<file path="config.mk">
export PLATFORM = sky130hd
export DESIGN_NAME = alarm_controller
export DESIGN_NICKNAME = d
export VERILOG_FILES = /design/src/rtl/alarm_pkg.sv /design/src/rtl/alarm_tone_gen.sv /design/src/rtl/alarm_controller.sv
export SDC_FILE = /design/constraint.sdc
export NUM_CORES = 1
export LEC_CHECK = 0
export ABC_AREA = 1
export ABC_CLOCK_PERIOD_IN_PS = 4110
export CAP_MARGIN = 20
export CORE_UTILIZATION = 26
export CTS_CLUSTER_DIAMETER = 60
export DETAILED_ROUTE_END_ITERATION = 10
export PLACE_DENSITY = 0.5
export RECOVER_POWER = 25
export SYNTH_ARGS = -nofsm -noshare
export SYNTH_HDL_FRONTEND = slang
export SYNTH_HIERARCHICAL = 1
export SYNTH_SLANG_ARGS = --single-unit
</file>
<file path="constraint.sdc">
create_clock -name clk_clk -period 4.11 [get_ports clk_clk]
set_clock_uncertainty 0.2 [all_clocks]
set_input_delay 0.411 -clock clk_clk [delete_from_list [all_inputs] [get_ports clk_clk]]
set_output_delay 0.411 -clock clk_clk [all_outputs]
set_load 0.005 [all_outputs]
</file>
<file path="src/rtl/alarm_pkg.sv">
// Shared types and field widths for the alarm clock sequencing core.
package alarm_pkg;

  localparam int HOUR_W = 5;
  localparam int MIN_W  = 6;
  localparam int SEC_W  = 6;

  // Encoding doubles as the led_status code.
  typedef enum logic [1:0] {
    ST_IDLE    = 2'b00,
    ST_ARMED   = 2'b01,
    ST_RINGING = 2'b10,
    ST_SNOOZE  = 2'b11
  } alarm_state_e;

endpackage

</file>
<file path="src/rtl/alarm_tone_gen.sv">
// Square-wave tone source: toggles every TONE_HALF enabled cycles, parked low when disabled.
module tone_gen #(
  parameter int TONE_HALF = 56818
) (
  input  logic clk,
  input  logic reset_n,
  input  logic en,
  output logic out
);

  localparam int CW = $clog2(TONE_HALF + 1);
  localparam logic [CW-1:0] LAST = CW'(TONE_HALF - 1);

  logic [CW-1:0] r_cnt;
  logic          r_out;

  always_ff @(posedge clk or negedge reset_n) begin
    if (!reset_n) begin
      r_cnt <= '0;
      r_out <= 1'b0;
    end else if (!en) begin
      r_cnt <= '0;
      r_out <= 1'b0;
    end else if (r_cnt == LAST) begin
      r_cnt <= '0;
      r_out <= ~r_out;
    end else begin
      r_cnt <= r_cnt + 1'b1;
    end
  end

  assign out = r_out;

endmodule

</file>
<file path="src/rtl/alarm_controller.sv">
// Alarm sequencing core: time match, arm/ring/snooze FSM, ring and snooze second counters.
module alarm_controller
  import alarm_pkg::*;
#(
  parameter int CLK_HZ         = 50_000_000,
  parameter int TONE_HALF      = 56818,
  parameter int SNOOZE_S       = 300,
  parameter int RING_TIMEOUT_S = 600
) (
  input  logic              clk_clk,
  input  logic              reset_reset_n,
  input  logic              sec_tick,
  input  logic [HOUR_W-1:0] cur_hour,
  input  logic [MIN_W-1:0]  cur_min,
  input  logic [SEC_W-1:0]  cur_sec,
  input  logic [HOUR_W-1:0] alarm_hour,
  input  logic [MIN_W-1:0]  alarm_min,
  input  logic              alarm_en,
  input  logic              snooze_btn,
  input  logic              stop_btn,
  output logic              speaker,
  output logic              led_alarm,
  output logic [1:0]        led_status
);

  localparam int RW = (RING_TIMEOUT_S > 1) ? $clog2(RING_TIMEOUT_S) : 1;
  localparam int SW = $clog2(SNOOZE_S + 1);
  localparam logic [RW-1:0] RING_LAST = RW'(RING_TIMEOUT_S - 1);
  localparam logic [SW-1:0] SNZ_LOAD  = SW'(SNOOZE_S);
  localparam logic [SW-1:0] SNZ_ONE   = SW'(1);

  if (CLK_HZ < 1 || TONE_HALF < 1 || SNOOZE_S < 1 || RING_TIMEOUT_S < 1) begin : g_param_chk
    $error("alarm_controller: parameters must all be >= 1");
  end

  alarm_state_e  r_state, w_state_nxt;
  logic [RW-1:0] r_ring_cnt, w_ring_nxt;
  logic [SW-1:0] r_snz_cnt, w_snz_nxt;
  logic          r_led_alarm;
  logic          w_match;
  logic          w_tone_en;

  assign w_match = sec_tick && (cur_hour == alarm_hour) && (cur_min == alarm_min) &&
                   (cur_sec == '0);

  always_ff @(posedge clk_clk or negedge reset_reset_n) begin
    if (!reset_reset_n) begin
      r_state     <= ST_IDLE;
      r_ring_cnt  <= '0;
      r_snz_cnt   <= '0;
      r_led_alarm <= 1'b0;
    end else begin
      r_state     <= w_state_nxt;
      r_ring_cnt  <= w_ring_nxt;
      r_snz_cnt   <= w_snz_nxt;
      r_led_alarm <= (w_state_nxt == ST_RINGING);
    end
  end

  // Buttons are tested before sec_tick, so a coincident tick leaves the counters alone.
  always_comb begin
    w_state_nxt = r_state;
    w_ring_nxt  = r_ring_cnt;
    w_snz_nxt   = r_snz_cnt;
    if (!alarm_en) begin
      w_state_nxt = ST_IDLE;
    end else begin
      unique case (r_state)
        ST_IDLE: w_state_nxt = ST_ARMED;
        ST_ARMED: begin
          if (w_match) begin
            w_state_nxt = ST_RINGING;
            w_ring_nxt  = '0;
          end
        end
        ST_RINGING: begin
          if (stop_btn) begin
            w_state_nxt = ST_ARMED;
          end else if (snooze_btn) begin
            w_state_nxt = ST_SNOOZE;
            w_snz_nxt   = SNZ_LOAD;
          end else if (sec_tick) begin
            if (r_ring_cnt == RING_LAST) w_state_nxt = ST_ARMED;
            else                         w_ring_nxt  = r_ring_cnt + 1'b1;
          end
        end
        ST_SNOOZE: begin
          if (stop_btn) begin
            w_state_nxt = ST_ARMED;
          end else if (sec_tick) begin
            if (r_snz_cnt == SNZ_ONE) begin
              w_state_nxt = ST_RINGING;
              w_ring_nxt  = '0;
            end else begin
              w_snz_nxt = r_snz_cnt - 1'b1;
            end
          end
        end
        default: w_state_nxt = ST_IDLE;
      endcase
    end
  end

  // Even ring seconds sound, odd ones are silent.
  assign w_tone_en = (r_state == ST_RINGING) && !r_ring_cnt[0];

  tone_gen #(
    .TONE_HALF(TONE_HALF)
  ) u_tone (
    .clk    (clk_clk),
    .reset_n(reset_reset_n),
    .en     (w_tone_en),
    .out    (speaker)
  );

  assign led_alarm  = r_led_alarm;
  assign led_status = r_state;

endmodule

</file>
After elaboration in Yosys (flattened, before gate mapping)

Index checks and enable logic that the tools add are counted.

Logic and storage cells: 70
Flip-flop bits (word level): 39

Eq/ne operators: 20
Bitwise logic cells: 1
Reduce and logical (&&, ||, !) cells: 11
Add/sub/neg operators: 3
Muxes and demuxes: 29

Operators by type and width:

| operator                                                               | count |
|---|---|
| 10-bit 2-to-1 mux                                                      | 8 |
| 9-bit 2-to-1 mux                                                       | 5 |
| 16-bit 2-to-1 mux                                                      | 2 |
| 10-bit case mux with 3 select lines                                    | 1 |
| 2-bit != test (second input constant)                                  | 11 |
| 2-bit 2-to-1 mux                                                       | 9 |
| 9-bit case mux with 2 select lines                                     | 1 |
| 16-bit by 1-bit adder with 16-bit output (second input constant)       | 1 |
| 16-bit equality test (second input constant)                           | 1 |
| 10-bit by 1-bit adder with 10-bit output (second input constant)       | 1 |
| 10-bit equality test (second input constant)                           | 1 |
| 10-bit AND reduction                                                   | 1 |
| 9-bit by 1-bit equality test with 1-bit output (second input constant) | 1 |
| 9-bit by 1-bit subtractor with 9-bit output (second input constant)    | 1 |
| 2-bit case mux with 4 select lines                                     | 1 |
| 7-bit AND reduction                                                    | 1 |
| 2-bit equality test (second input constant)                            | 3 |
| 6-bit equality test                                                    | 1 |
| 6-bit zero test                                                        | 1 |
| 5-bit equality test                                                    | 1 |
| 1-bit logical AND                                                      | 4 |
| 3-bit nonzero test                                                     | 1 |
| 2-bit by 1-bit equality test with 1-bit output (second input constant) | 1 |
| 2-bit zero test                                                        | 1 |
| 4 further kinds                                                        | 5 |

Depth between registers and ports, before layout

Gate-level depths: netlist (run 1).

Depth in word-level cells: 8
Depth in mapped cells: 12
Gate-level depth less buffers: 12

Cells and area by module

Netlist (run 1), hierarchy kept.

Modules (own cells, without submodules):

| module           | times used | seq. area each (µm²) | area each (µm²) | cells an instance |
|---|---|---|---|---|
| alarm_controller | 1          | 550.5                | 1,786.7         | 268 |
| tone_gen         | 1          | 425.4                | 933.4           | 124 |

Worst setup path before layout (run 1)

No wires, ideal clock.

Path kind: register -> register
Start point: register r_state[0] (netlist: led_status[0])
End point: register u_tone.r_cnt[10]
Path slack: 2.042 ns
Period minus slack after synthesis: 2.068 ns
Arrival: 1.797 ns
Cell stages (with the launch flop): 10
Cells stage by stage: dfrtp_1 -> inv_1 -> ha_1 -> clkbuf_1 -> inv_1 -> nor2_1 -> inv_1 -> nor2_4 -> nand2_1 -> nor2_1

Word-level cells in the longest chain between the ends: 3

Ends and longest elaborated chain:

| what                   | RTL line                | text |
|---|---|---|
| from (decl)            | alarm_controller.sv:36  | `alarm_state_e r_state, w_state_nxt;` |
| from (signal assigned) | alarm_controller.sv:53  | `r_state <= w_state_nxt;` |
| 2-bit equality test    | alarm_controller.sv:105 | `assign w_tone_en = (r_state == ST_RINGING) && !r_ring_cnt[0];` |
| 1-bit logical AND      | alarm_controller.sv:105 |  |
| net w_tone_en          | alarm_controller.sv:41  | `logic w_tone_en;` |
| 16-bit 2-to-1 mux      | alarm_tone_gen.sv:21    | `end else if (!en) begin` |
| to (signal assigned)   | alarm_tone_gen.sv:28    | `r_cnt <= r_cnt + 1'b1;` |
| to (decl)              | alarm_tone_gen.sv:14    | `logic [CW-1:0] r_cnt;` |

The timed path passes the listed nets, and every way through them passes these cells.
A chain may end at the register's enable or synchronous reset.

Worst setup path in the final report (run 1)

Start point: register r_state[0] (netlist: led_status[0])
End point: register r_snz_cnt[0]

Word-level cells in the longest chain between the ends: 3
Elaborated cells on any way between the ends: 10
Those cells by class: 7 x eq/ne; 1 x mux; 2 x reduce/logical

Ends and longest elaborated chain:

| what                                                                 | RTL line               | text |
|---|---|---|
| 2-bit equality test                                                  | alarm_controller.sv:68 | `unique case (r_state)` |
| 2-bit != test (no source line) or 2-bit nonzero test (tied branches) | -                      |  |
| 7-bit AND reduction (no source line)                                 | -                      |  |
| to (signal assigned)                                                 | alarm_controller.sv:55 | `r_snz_cnt <= w_snz_nxt;` |
| to (decl)                                                            | alarm_controller.sv:38 | `logic [SW-1:0] r_snz_cnt, w_snz_nxt;` |

Parallel ways exist; a longest one is shown, timed or not.

==> results of run 1 <==
## state kept, by name, indices dropped and copies added (netlist names)
signal	cells
r_ring_cnt	10
u_tone/out	1
led_status	2
r_snz_cnt	9
u_tone/r_cnt	16
led_alarm	1
## cells in the final DEF, fill, tap and decap left out, types with 2 or more instances in the layout
cell / count
nand2_1: 119
nor2_1: 65
inv_1: 49
dfrtp_1: 39
clkdlybuf4s50_1: 36
nand3_1: 26
inv_2: 9
o21ai_2: 9
o21ai_0: 9
ha_1: 9
xor2_1: 7
nand4_1: 6
xnor2_1: 6
nor2_4: 5
o21ai_1: 5
clkbuf_8: 5
nand2_2: 4
nand3b_1: 4
nand2_4: 3
nor3_1: 3
clkbuf_1: 2
## kinds of logic (layout without fill, tap and decap cells)
| group | count (synthesis) | in the layout | synth area share (%) |
|---|---|---|---|
| xor+xnor | 13 | 13 | 4.186 |
| simple gates | 238 | 238 | 38.41 |
| fa+ha+maj | 9 | 9 | 4.140 |
| buf+inv | 63 | 106 | 9.521 |
| flops | 39 | 39 | 35.88 |
| compound gates | 30 | 30 | 7.866 |
## worst register-to-register path: stages (launching register included)
cell	delay [ns]
dfrtp_1	0.45
inv_1	0.11
ha_1	0.54
nand2_1	0.19
o21ai_0	0.12
nand2_1	0.09
nor2_2	0.15
nand2_2	0.11
inv_2	0.17
nand2_1	0.09
o21ai_0	0.14
## what timing repair did
item                                   CTS  global route
gates resized for setup                  0             0
hold buffers                             0             1
buffers inserted                         0             0
endpoints found under the hold margin    0            39
## layout make-up
| cell class | count | area (µm²) |
|---|---|---|
| fillers | 1042 | 6626 |
| clock inverters | 2 | 12.51 |
| well taps | 133 | 166.4 |
| multi-input cells | 290 | 1485 |
| clock buffers | 6 | 72.57 |
| repair buffers | 39 | 394.1 |
| flip-flops and latches | 39 | 975.9 |
| inverters | 59 | 221.5 |
## power by group through the flow
stage / clock network [mW] / logic, mW / registers [mW]
finish: 0.263 / 0.0785 / 0.385
global route: 0.296 / 0.0898 / 0.386
global placement: 0 / 0.0762 / 0.393
floorplan: 0 / 0.0285 / 0.393
CTS: 0.280 / 0.0777 / 0.386
detailed placement: 0 / 0.0775 / 0.393
## metal layers
layer | vias up | GRT usage (%)
met5 | - | 0
met4 | 0 | 5.204
met3 | 5 | 1.754
met2 | 9 | 19.91
met1 | 1119 | 15.95
li1 | 1295 | -
## worst paths after layout
path                            startpoint              end  slack (ns)  cells past startpoint
setup / recovery             led_status[0]     r_snz_cnt[0]        1.69                     10
hold / removal               reset_reset_n  u_tone/r_cnt[8]        0.27                      2
setup reg to reg             led_status[0]     r_snz_cnt[0]        1.69                     10
hold reg to reg            u_tone/r_cnt[0]  u_tone/r_cnt[0]        0.30                      1
max in group asynchronous    reset_reset_n     r_snz_cnt[5]        2.97                      3
min in group clk_clk       u_tone/r_cnt[0]  u_tone/r_cnt[0]        0.30                      1
==> impl_results.md, run 1 <==
- Mapped cell area: 2720 µm²
- Critical path's slowest cell: ha_1
- Cell Pwr Density: 218.5 nW/µm²
- # clock sinks: 39
- Diodes inserted: 0
- DR WL/cell: 10.63 µm
- Share of the synthesized area in the top cell type: 35.88%
- Switching share of total power: 24.90%
- Final setup fails: 0
- Max-cap violations: 0
- Cell Rows: 36
- Final core utilization: 33.43%
- NetSw: 0.1810 mW
- Starting DRT DRC Count: 150
- Outcome: finished, final reports clean
- Top post-synthesis cells by count: nand2_1, nor2_1, inv_1
- Setup crit end kind: flop
- WS Path Type: flop to flop
- Final Hold Vio Count: 0
- Layout cell share with drive strength beyond 1: 10.34%
- Largest net degree at the start of global routing: 40
- Worst hold slack: 0.2692 ns
- Synth Area per Inst: 6.939 µm²
- Crit path arrival time: 2.44 ns
- LEAKAGE: 1.493 nW
- Slew HR: 60.38%
- Tcrit/Tclk final: 58.96%
- Dpl cells: 558
- Via count: 2428
- RSZ-0062 raised after global routing: false
- Final HPWL DP: 4657 µm
- Int Power: 0.5460 mW
- Clock buffer count from CTS: 5
- Setup slack after placement: 1.703 ns
- Die area: 10880 µm²
- M1 wire length: 2933 µm
- Post-Route WL: 6037 µm
- Main area contributors after synthesis: dfrtp_1, nand2_1, nor2_1
- Register area share after synthesis: 35.88%
- Input/output buffers: 37
- Crit path required time: 4.13 ns
- Post-DP Area: 3214 µm²
- Async set-reset flop share out of synthesis: 100.0%
- Setup_tns: 0 ns
- Share of power burned in combinational logic: 10.8%
- Root Buffer: clkbuf_8
- Clock-pin slew of the registers on the worst-case setup and hold paths: 0.08 ns
- Worst hold path type: primary input to async pin
- Area delta synth->final: 22.36%
- Die X: 104.3 µm
- H-tree levels: 2
- Most frequent cell after synthesis: nand2_1
- Power, Total: 0.7271 mW
- Max incr delay on CP: 0.54 ns
- Synth unique cells: 31
- Overflow after GRT: 0
- Worst-Margin Slew: 0.5943 ns
- Number of synthesized flops with an enable pin: 0
- DR DRC count: 0
- Fmax: 412.6 MHz
- Clk pwr share: 36.2%
- CTS tree: built
- Setup ws final: 1.687 ns
- Main synth FF type: dfrtp_1
- GP Congestion: 0.8496
- Met2 WL: 2964 µm
- First-pass GRT wire length: 10780 µm
- Core Footprint: 9955 µm²
- CP top delay family: simple AND/OR/NAND/NOR gates
- DR pass1 iterations: 4
- Final instance area: 3328 µm²
- Clock Latency Late Sink: 0.29 ns
- Yosys reg bits: 39
- IO Count: 38
- Max Root-Sink Buffers: 2
- Worst-path fanout max: 16
- Tmin final: 2.423 ns
- Layout Cells excl Fill: 568
- Yosys warnings: 6
- Sequential power share: 53.0%
- Met3 Wirelength: 75 µm
- Max-slew violation count: 0
- Mapped Nets: 435
- Starting Density: 27.33%
- Buf/Inv on CP: 2
- Post-DRT Antenna Nets: 0
- Yosys top cell by area: dfrtp_1
- Crit path cell chain: inv_1 -> ha_1 -> nand2_1 -> o21ai_0 -> nand2_1 -> nor2_2 -> nand2_2 -> inv_2 -> nand2_1 -> o21ai_0
- Vias in the first global route: 2327
- Initial antenna violation count: 0
- Nets: 477
- Die Height: 104.3 µm
- CP Launch Type: flop
- All-Layer GR Usage: 12.19%
- Highest routed layer: met4
- CP most frequent cell: nand2_1
- Via density per instance: 4.275
- Peak VDD IR: 100.8 µV
- Cells after Synth: 392
No activity file was read; power rests on OpenSTA's default activity.
==> run 2: changes to the inputs <==
--- a/config.mk
+++ b/config.mk
@@ -6,7 +6,7 @@
 export NUM_CORES = 1
 export LEC_CHECK = 0
 export ABC_AREA = 1
-export ABC_CLOCK_PERIOD_IN_PS = 4110
+export ABC_CLOCK_PERIOD_IN_PS = 2300
 export CAP_MARGIN = 20
 export CORE_UTILIZATION = 26
 export CTS_CLUSTER_DIAMETER = 60
==> constraint.sdc (replaced) <==
create_clock -name clk_clk -period 2.3 [get_ports clk_clk]
set_clock_uncertainty 0.2 [all_clocks]
set_input_delay 0.23 -clock clk_clk [delete_from_list [all_inputs] [get_ports clk_clk]]
set_output_delay 0.23 -clock clk_clk [all_outputs]
set_load 0.005 [all_outputs]
==> run 2 against run 1 <==
Critical endpoint unchanged; combinational power up 85%; sequential power up 79%; utilization rose by 0.49 points; critical path type unchanged.
==> impl_results.md, run 2 (synthesis gave the netlist of run 1 again) <==
- RSZ-0062 raised after global routing: false
- Switching share of total power: 24.18%
- Largest register FFs: 16
- Tcrit/Tclk final: 85.22%
- Die X: 104.3 µm
- Post-DRT Antenna Nets: 0
- Power, Total: 1.335 mW
- Crit path arrival time: 1.98 ns
- Fmax: 510.2 MHz
- # clock sinks: 39
- First-pass GRT wire length: 10890 µm
- Starting Density: 27.33%
- Area delta synth->final: 24.15%
- Int Power: 1.012 mW
- Layout cell share with drive strength beyond 1: 11.59%
- Die area: 10880 µm²
- CP Launch Type: flop
- Input/output buffers: 37
- Post-CTS setup buffers: 0
- NetSw: 0.3229 mW
- Final setup fails: 0
- DR pass1 iterations: 4
- Starting DRT DRC Count: 89
- All-Layer GR Usage: 12.22%
- Core Footprint: 9955 µm²
- Max-cap violations: 0
- IO Count: 38
- Vias in the first global route: 2412
- Post-Route WL: 6107 µm
- Via density per instance: 4.272
- Final core utilization: 33.92%
- Root Buffer: clkbuf_8
- Cell Rows: 36
- Slew HR: 58.11%
- Clock-pin slew of the registers on the worst-case setup and hold paths: 0.08 ns
- CTS tree: built
- Die Height: 104.3 µm
- DR DRC count: 0
- Share of power burned in combinational logic: 10.9%
- Largest net degree at the start of global routing: 24
- Overflow after GRT: 0
- Max-slew violation count: 0
- Clock buffer count from CTS: 5
- LEAKAGE: 1.529 nW
- Diodes inserted: 0
- Most common cell after layout, fill and taps aside: nand2_1
- GP Congestion: 0.8514
- Setup crit end kind: flop
- Most frequent cells in the layout: nand2_1, nor2_1, inv_1
- Crit path required time: 2.32 ns
- Max Root-Sink Buffers: 2
- Setup_tns: 0 ns
- Post-DP Area: 3272 µm²
- Top flop regs: u_tone/r_cnt (16), r_ring_cnt (10), r_snz_cnt (9)
- Tmin final: 1.960 ns
- Top reg by flops: u_tone/r_cnt
- Sequential power share: 51.5%
- Final HPWL DP: 4770 µm
- Final Hold Vio Count: 0
- Outcome: finished, final reports clean
- Via count: 2448
- Critical Path Start: led_status[0]
- Nets: 482
- H-tree levels: 2
- Worst-Margin Slew: 0.6283 ns
- Worst-path fanout max: 11
- Clk pwr share: 37.6%
- Final instance area: 3377 µm²
- Initial antenna violation count: 0
- Peak VDD IR: 230.0 µV
- Cell Pwr Density: 395.4 nW/µm²
- R2r startpoint: led_status[0]
- WS Path Type: flop to flop
- Clock Latency Late Sink: 0.29 ns
- DR WL/cell: 10.66 µm
- Worst hold path type: primary input to async pin
## run 2: cell count changes in the layout (fill, tap and decap cells not counted), sizes merged
cell,before,now
clkinvlp,1,0
buf,1,7
## run 2: stage by stage
| step | instances | setup WS [ns] | hold WS (ns) |
|---|---|---|---|
| 3_3_place_gp | 564 | 0.2592 | 0.07852 |
| 3_5_place_dp | 564 | 0.2184 | 0.09110 |
| 5_1_grt | 573 | 0.1255 | 0.3340 |
| 4_1_cts | 573 | 0.3236 | 0.2980 |
| 6_report | 573 | 0.3399 | 0.2860 |
| 2_1_floorplan | 392 | 0.2320 | -0.2656 |
## run 2: cell type report
type | count | area (µm²)
clock buffer | 7 | 86.33
sequential | 39 | 975.9
tap | 133 | 166.4
inverter | 59 | 221.5
clock inverter | 1 | 8.758
multi-input combinational | 290 | 1485
timing repair buffer | 44 | 432.9
fill | 1047 | 6578
## run 2: routing by layer
| metal | routed length [µm] | GRT usage (%) |
|---|---|---|
| met2 | 2959 | 20.53 |
| met1 | 2942 | 15.54 |
| met3 | 114 | 2.444 |
| met5 | 0 | 0 |
| met4 | 91 | 4.082 |
## run 2: final timing paths
kind	endpoint	slack [ns]	cells past startpoint
max	r_snz_cnt[0]	0.34	10
min	r_snz_cnt[5]	0.29	2
max reg2reg	r_snz_cnt[0]	0.34	10
min reg2reg	u_tone/r_cnt[0]	0.29	1
max in group asynchronous	u_tone/r_cnt[6]	1.10	3
min in group clk_clk	u_tone/r_cnt[0]	0.29	1
## run 2: what timing repair did
| item | in CTS | in global routing |
|---|---|---|
| resized for setup | 0 | 0 |
| hold buffers | 1 | 0 |
| endpoints found under the hold margin | 22 | 0 |
## run 2: power by group through the flow
stage / sequential, mW / combinational, mW / clock [mW]
2_1_floorplan: 0.703 / 0.0509 / 0
4_1_cts: 0.688 / 0.148 / 0.529
6_report: 0.688 / 0.145 / 0.502
3_3_place_gp: 0.701 / 0.145 / 0
5_1_grt: 0.688 / 0.165 / 0.554
3_5_place_dp: 0.702 / 0.147 / 0
## run 2: worst max-delay path: stages (launching register included)
cell	delay (ns)
dfrtp_1	0.41
inv_1	0.09
ha_1	0.21
nand2_1	0.10
o21ai_0	0.09
nand2_1	0.08
nor2_2	0.15
nand2_2	0.11
inv_2	0.18
nand2_1	0.09
o21ai_0	0.16
==> run 3: changes to the inputs <==
--- a/config.mk
+++ b/config.mk
@@ -11,8 +11,10 @@
 export CORE_UTILIZATION = 26
 export CTS_CLUSTER_DIAMETER = 60
 export DETAILED_ROUTE_END_ITERATION = 10
+export GPL_TIMING_DRIVEN = 0
 export PLACE_DENSITY = 0.5
 export RECOVER_POWER = 25
+export SKIP_CTS_REPAIR_TIMING = 1
 export SYNTH_ARGS = -nofsm -noshare
 export SYNTH_HDL_FRONTEND = slang
 export SYNTH_HIERARCHICAL = 1
==> run 3 against run 2 <==
Hold slack got worse by 0.11 ns; non-clock buffer count shrank 1; global-route usage down 0.46 points; sequential power barely moved; die area is the same; critical endpoint is now r_ring_cnt[0]; largest cell class unchanged; largest power group unchanged.
==> impl_results.md, run 3 (synthesis gave the netlist of run 1 again) <==
- Cell Pwr Density: 421.1 nW/µm²
- Layout cell share with drive strength beyond 1: 12.27%
- Dpl cells: 563
- Clock Latency Late Sink: 0.30 ns
- Buf/Inv on CP: 3
- Die area: 10880 µm²
- GP Congestion: 0.7928
- Layout Cells excl Fill: 573
- Tmin final: 2.117 ns
- CTS tree: built
- Nets: 482
- Via count: 2436
- Worst hold slack: 0.1807 ns
- Via density per instance: 4.251
- Initial antenna violation count: 0
- Critical path's slowest cell: dfrtp_2
- Largest net degree at the start of global routing: 34
- WS Path Type: flop to flop
- Peak VDD IR: 223.0 µV
- Root Buffer: clkbuf_8
- Fillers: 1076
- All-Layer GR Usage: 11.76%
- Setup crit end kind: flop
- Worst-Margin Slew: 0.8492 ns
- Critical Path Start: led_status[0]
- Worst-path fanout max: 10
- Max-cap violations: 0
- Most common cell after layout, fill and taps aside: nand2_1
- CP most frequent cell: nand2_1
- Die Height: 104.3 µm
- Post-Route WL: 6058 µm
- Clock-pin slew of the registers on the worst-case setup and hold paths: 0.08 ns
- Core Footprint: 9955 µm²
- Top flop regs: u_tone/r_cnt (16), r_ring_cnt (10), r_snz_cnt (9)
- Reg2Reg Capture Point: r_ring_cnt[0]
- Multi-input gate area: 1501 µm²
- DR DRC count: 0
- R2r startpoint: led_status[0]
- Max incr delay on CP: 0.46 ns
- Reg2reg setup slack: 0.18 ns
- CP top delay family: flip-flops
- Final HPWL DP: 4606 µm
- Most frequent cells in the layout: nand2_1, nor2_1, inv_1
- Top reg by flops: u_tone/r_cnt
- Slew HR: 43.39%
- IO Count: 38
- # clock sinks: 39
- DR pass1 iterations: 4
- Overflow after GRT: 0
- Starting Density: 27.33%
- First-pass GRT wire length: 10520 µm
- Outcome: finished, final reports clean
- Tcrit/Tclk final: 92.05%
- Crit path arrival time: 2.10 ns
- Diodes inserted: 0
- Die X: 104.3 µm
- Post-DRT Antenna Nets: 0
- Reg2reg path depth: 11
- CP Launch Type: flop
- Worst hold path type: primary input to async pin
- Fmax: 472.3 MHz
- Area delta synth->final: 25.16%
- FF/Latch Area: 977.2 µm²
- Input/output buffers: 37
- Final core utilization: 34.20%
- H-tree levels: 2
- Final Hold Vio Count: 0
- Vias in the first global route: 2332
- LEAKAGE: 1.533 nW
- Max-slew violation count: 0
- Crit path required time: 2.29 ns
- Cell Rows: 36
- Largest register FFs: 16
- Setup_tns: 0 ns
- Final setup fails: 0
- Max Root-Sink Buffers: 2
- Setup slack after placement: -0.2528 ns
- Setup ws final: 0.1827 ns
- Clock buffer count from CTS: 5
- Crit path cell chain: ha_1 -> buf_6 -> inv_2 -> o211ai_2 -> nor2_1 -> nand2_1 -> a21oi_2 -> nand2_4 -> buf_6 -> nand2_1 -> nand2_1
- Starting DRT DRC Count: 114
- DR WL/cell: 10.57 µm
==> run 3: cell count changes in the layout (fill, tap and decap cells not counted), sizes merged <==
cell    before  now
buf          7    3
clkbuf       7    9
bufinv       0    1
nor2        71   72
==> run 3: worst max path at each step <==
stage	endpoint	slack [ns]	cells after the start
4_1_cts	u_tone/r_cnt[13]	-0.27	9
5_1_grt	r_snz_cnt[5]	-0.007	11
2_1_floorplan	u_tone/r_cnt[9]	0.23	9
6_report	r_ring_cnt[0]	0.18	11
3_3_place_gp	r_snz_cnt[1]	-0.39	1
3_5_place_dp	u_tone/r_cnt[10]	-0.25	9
==> run 3: stage by stage <==
step | total power [mW] | cell area [µm²]
2_1_floorplan | 0.7535 | 2720
3_3_place_gp | 0.8423 | 3257
3_5_place_dp | 0.8477 | 3272
4_1_cts | 1.461 | 3390
5_1_grt | 1.498 | 3405
6_report | 1.434 | 3405
==> run 3: per-layer routing <==
metal  track usage (%)  share of wire, %  vias up
met5                 0                 0        -
met4             4.286               1.1        0
met1             15.35                49     1105
li1                  -                 -     1305
met3             1.692               1.9        5
met2             19.58                48       21
==> run 3: layout make-up <==
cell class | instances | area share, %
Tap cell | 133 | 4.888
Multi-Input combinational cell | 291 | 44.10
Sequential cell | 39 | 28.70
Clock inverter | 2 | 1.029
Timing Repair Buffer | 39 | 11.14
Clock buffer | 6 | 2.426
Buffer | 4 | 1.213
Inverter | 59 | 6.505
==> run 3: power breakdown <==
| part | switching, mW | leakage (nW) | total, mW | internal [mW] |
|---|---|---|---|---|
| registers | 0.00317 | 0.516 | 0.690 | 0.687 |
| clock network | 0.253 | 0.0612 | 0.605 | 0.351 |
| logic | 0.0635 | 0.955 | 0.139 | 0.0758 |
==> RTL edit: new RTL, config.mk and constraints of run 1 <==
Compare `r_ring_cnt` against `RING_LAST` with >= in place of ==.
--- a/src/rtl/alarm_controller.sv
+++ b/src/rtl/alarm_controller.sv
@@ -80,7 +80,7 @@
             w_state_nxt = ST_SNOOZE;
             w_snz_nxt   = SNZ_LOAD;
           end else if (sec_tick) begin
-            if (r_ring_cnt == RING_LAST) w_state_nxt = ST_ARMED;
+            if (r_ring_cnt >= RING_LAST) w_state_nxt = ST_ARMED;
             else                         w_ring_nxt  = r_ring_cnt + 1'b1;
           end
         end
Check against the original RTL: same outputs for any inputs over 10 cycles, from zero or initial values and one cycle with reset_reset_n low; that may be too few to reach the edited logic, so the function may still have changed.
==> RTL edit against run 1 <==
The run now ends with capacitance limit, slew limit left. Sequential cell count unchanged. Synthesized cell count down 7.4%. Power down 2.3%. Clock power down 5%. Area after synthesis down 2.9%. Cell area down 2.7%. Worst setup slack better by 28 ps. Wire length down 7.4%. Critical path type unchanged. Largest cell class unchanged. Largest power group unchanged. Highest routed layer unchanged.
==> RTL edit: results (changes against run 1) <==
status: "finished with violations"
violations: "capacitance limit, slew limit"
rr_endpoint: "r_ring_cnt[0]$_DFFE_PN0P_"
final_nets: 447  # -6.3%
track_usage: 0.121  # -0.000780
dr.first_iter.drc_count: 64  # -57%
final_cells: 538  # -5.3%
yosys.area_share.adder: 0.0426  # +0.00122
synth_common_cells: "109 x nand2_1, 63 x nor2_1, 39 x dfrtp_1, 33 x inv_1, 22 x nand3_1"
routedLengthMet1_microns: 2760  # -6.0%
drv_slew: 40  # +40
path_max_fanout: 12  # -4
drt-total-wl_microns: 5590  # -7.4%
worstRegToRegCells: 11  # +1
synth_compound_area_frac: 0.0488  # -0.0299
dp_cells: 530  # -5.0%
synthXorXnorAreaFrac: 0.0895  # +0.0476
vdd_drop_max_uv: 130  # +29%
dr_wl_met3_microns: 229  # +210%
synth.distinct_cells: 33  # +6.5%
r2r_slack_ps: 1710  # +30 ps
maxCapViolCount: 1  # +1
worst_slew_pin_slew_ps: 2190  # +1590 ps
syn_nets: 406  # -6.7%
routed_via_density: 4.17  # -2.3%
grt_pass1_wl_microns: 10100  # -5.9%
slowest_stage: "dfrtp_1"
grt_pass1_vias: 2236  # -3.9%
met2WireLength_microns: 2580  # -13%
drive_gt1_frac: 0.0864  # -0.0170
leakage_uw: 0.00143  # -4.4%
[RTL edit: cell types whose count changed after synthesis, moves of 4 or more]
cell,run 1,this run
o21ai_2,9,0
xor2_1,7,19
inv_1,49,33
nand3_1,26,22
nand2_1,119,109
[RTL edit: metal layers]
layer	GRT usage	vias to the layer above
li1	-	1206
met1	0.160	1009
met2	0.204	29
met3	0.0264	2
met4	0.0228	0
met5	0	-
[RTL edit: worst max-delay path by stage]
stage / cells past startpoint / slack, ps / end
CTS: 11 / 1700 / r_ring_cnt[0]$_DFFE_PN0P_
global route: 1 / 1280 / u_tone/r_cnt[9]$_DFF_PN0_
finish: 11 / 1710 / r_ring_cnt[0]$_DFFE_PN0P_
detailed placement: 11 / 1730 / r_ring_cnt[3]$_DFFE_PN0P_
floorplan: 9 / 2090 / u_tone/r_cnt[10]$_DFF_PN0_
global placement: 12 / 1810 / r_ring_cnt[0]$_DFFE_PN0P_
[RTL edit: stage by stage]
step | setup slack [ps] | util
global placement | 1810 | 0.321
finish | 1710 | 0.330
global route | 1280 | 0.330
floorplan | 2090 | -
CTS | 1700 | 0.330
detailed placement | 1730 | 0.321
[RTL edit: cell type report]
| type | instances | area share |
|---|---|---|
| Clock buffer | 5 | 0.0213 |
| Timing Repair Buffer | 37 | 0.112 |
| Clock inverter | 3 | 0.00464 |
| Multi-Input combinational cell | 281 | 0.462 |
| Sequential cell | 39 | 0.302 |
| Tap cell | 133 | 0.0514 |
| Inverter | 40 | 0.0464 |
[RTL edit: where the power goes]
part           internal, uW  switching [uW]
Clock                   116             135
Sequential              384            1.30
Combinational          41.7            31.9
Total                   542             168
[RTL edit: cell families after synthesis]
kind of cell,after synthesis
compound gates,20
xor+xnor,27
fa+ha+maj,9
buf+inv,43
flops,39
simple gates,225
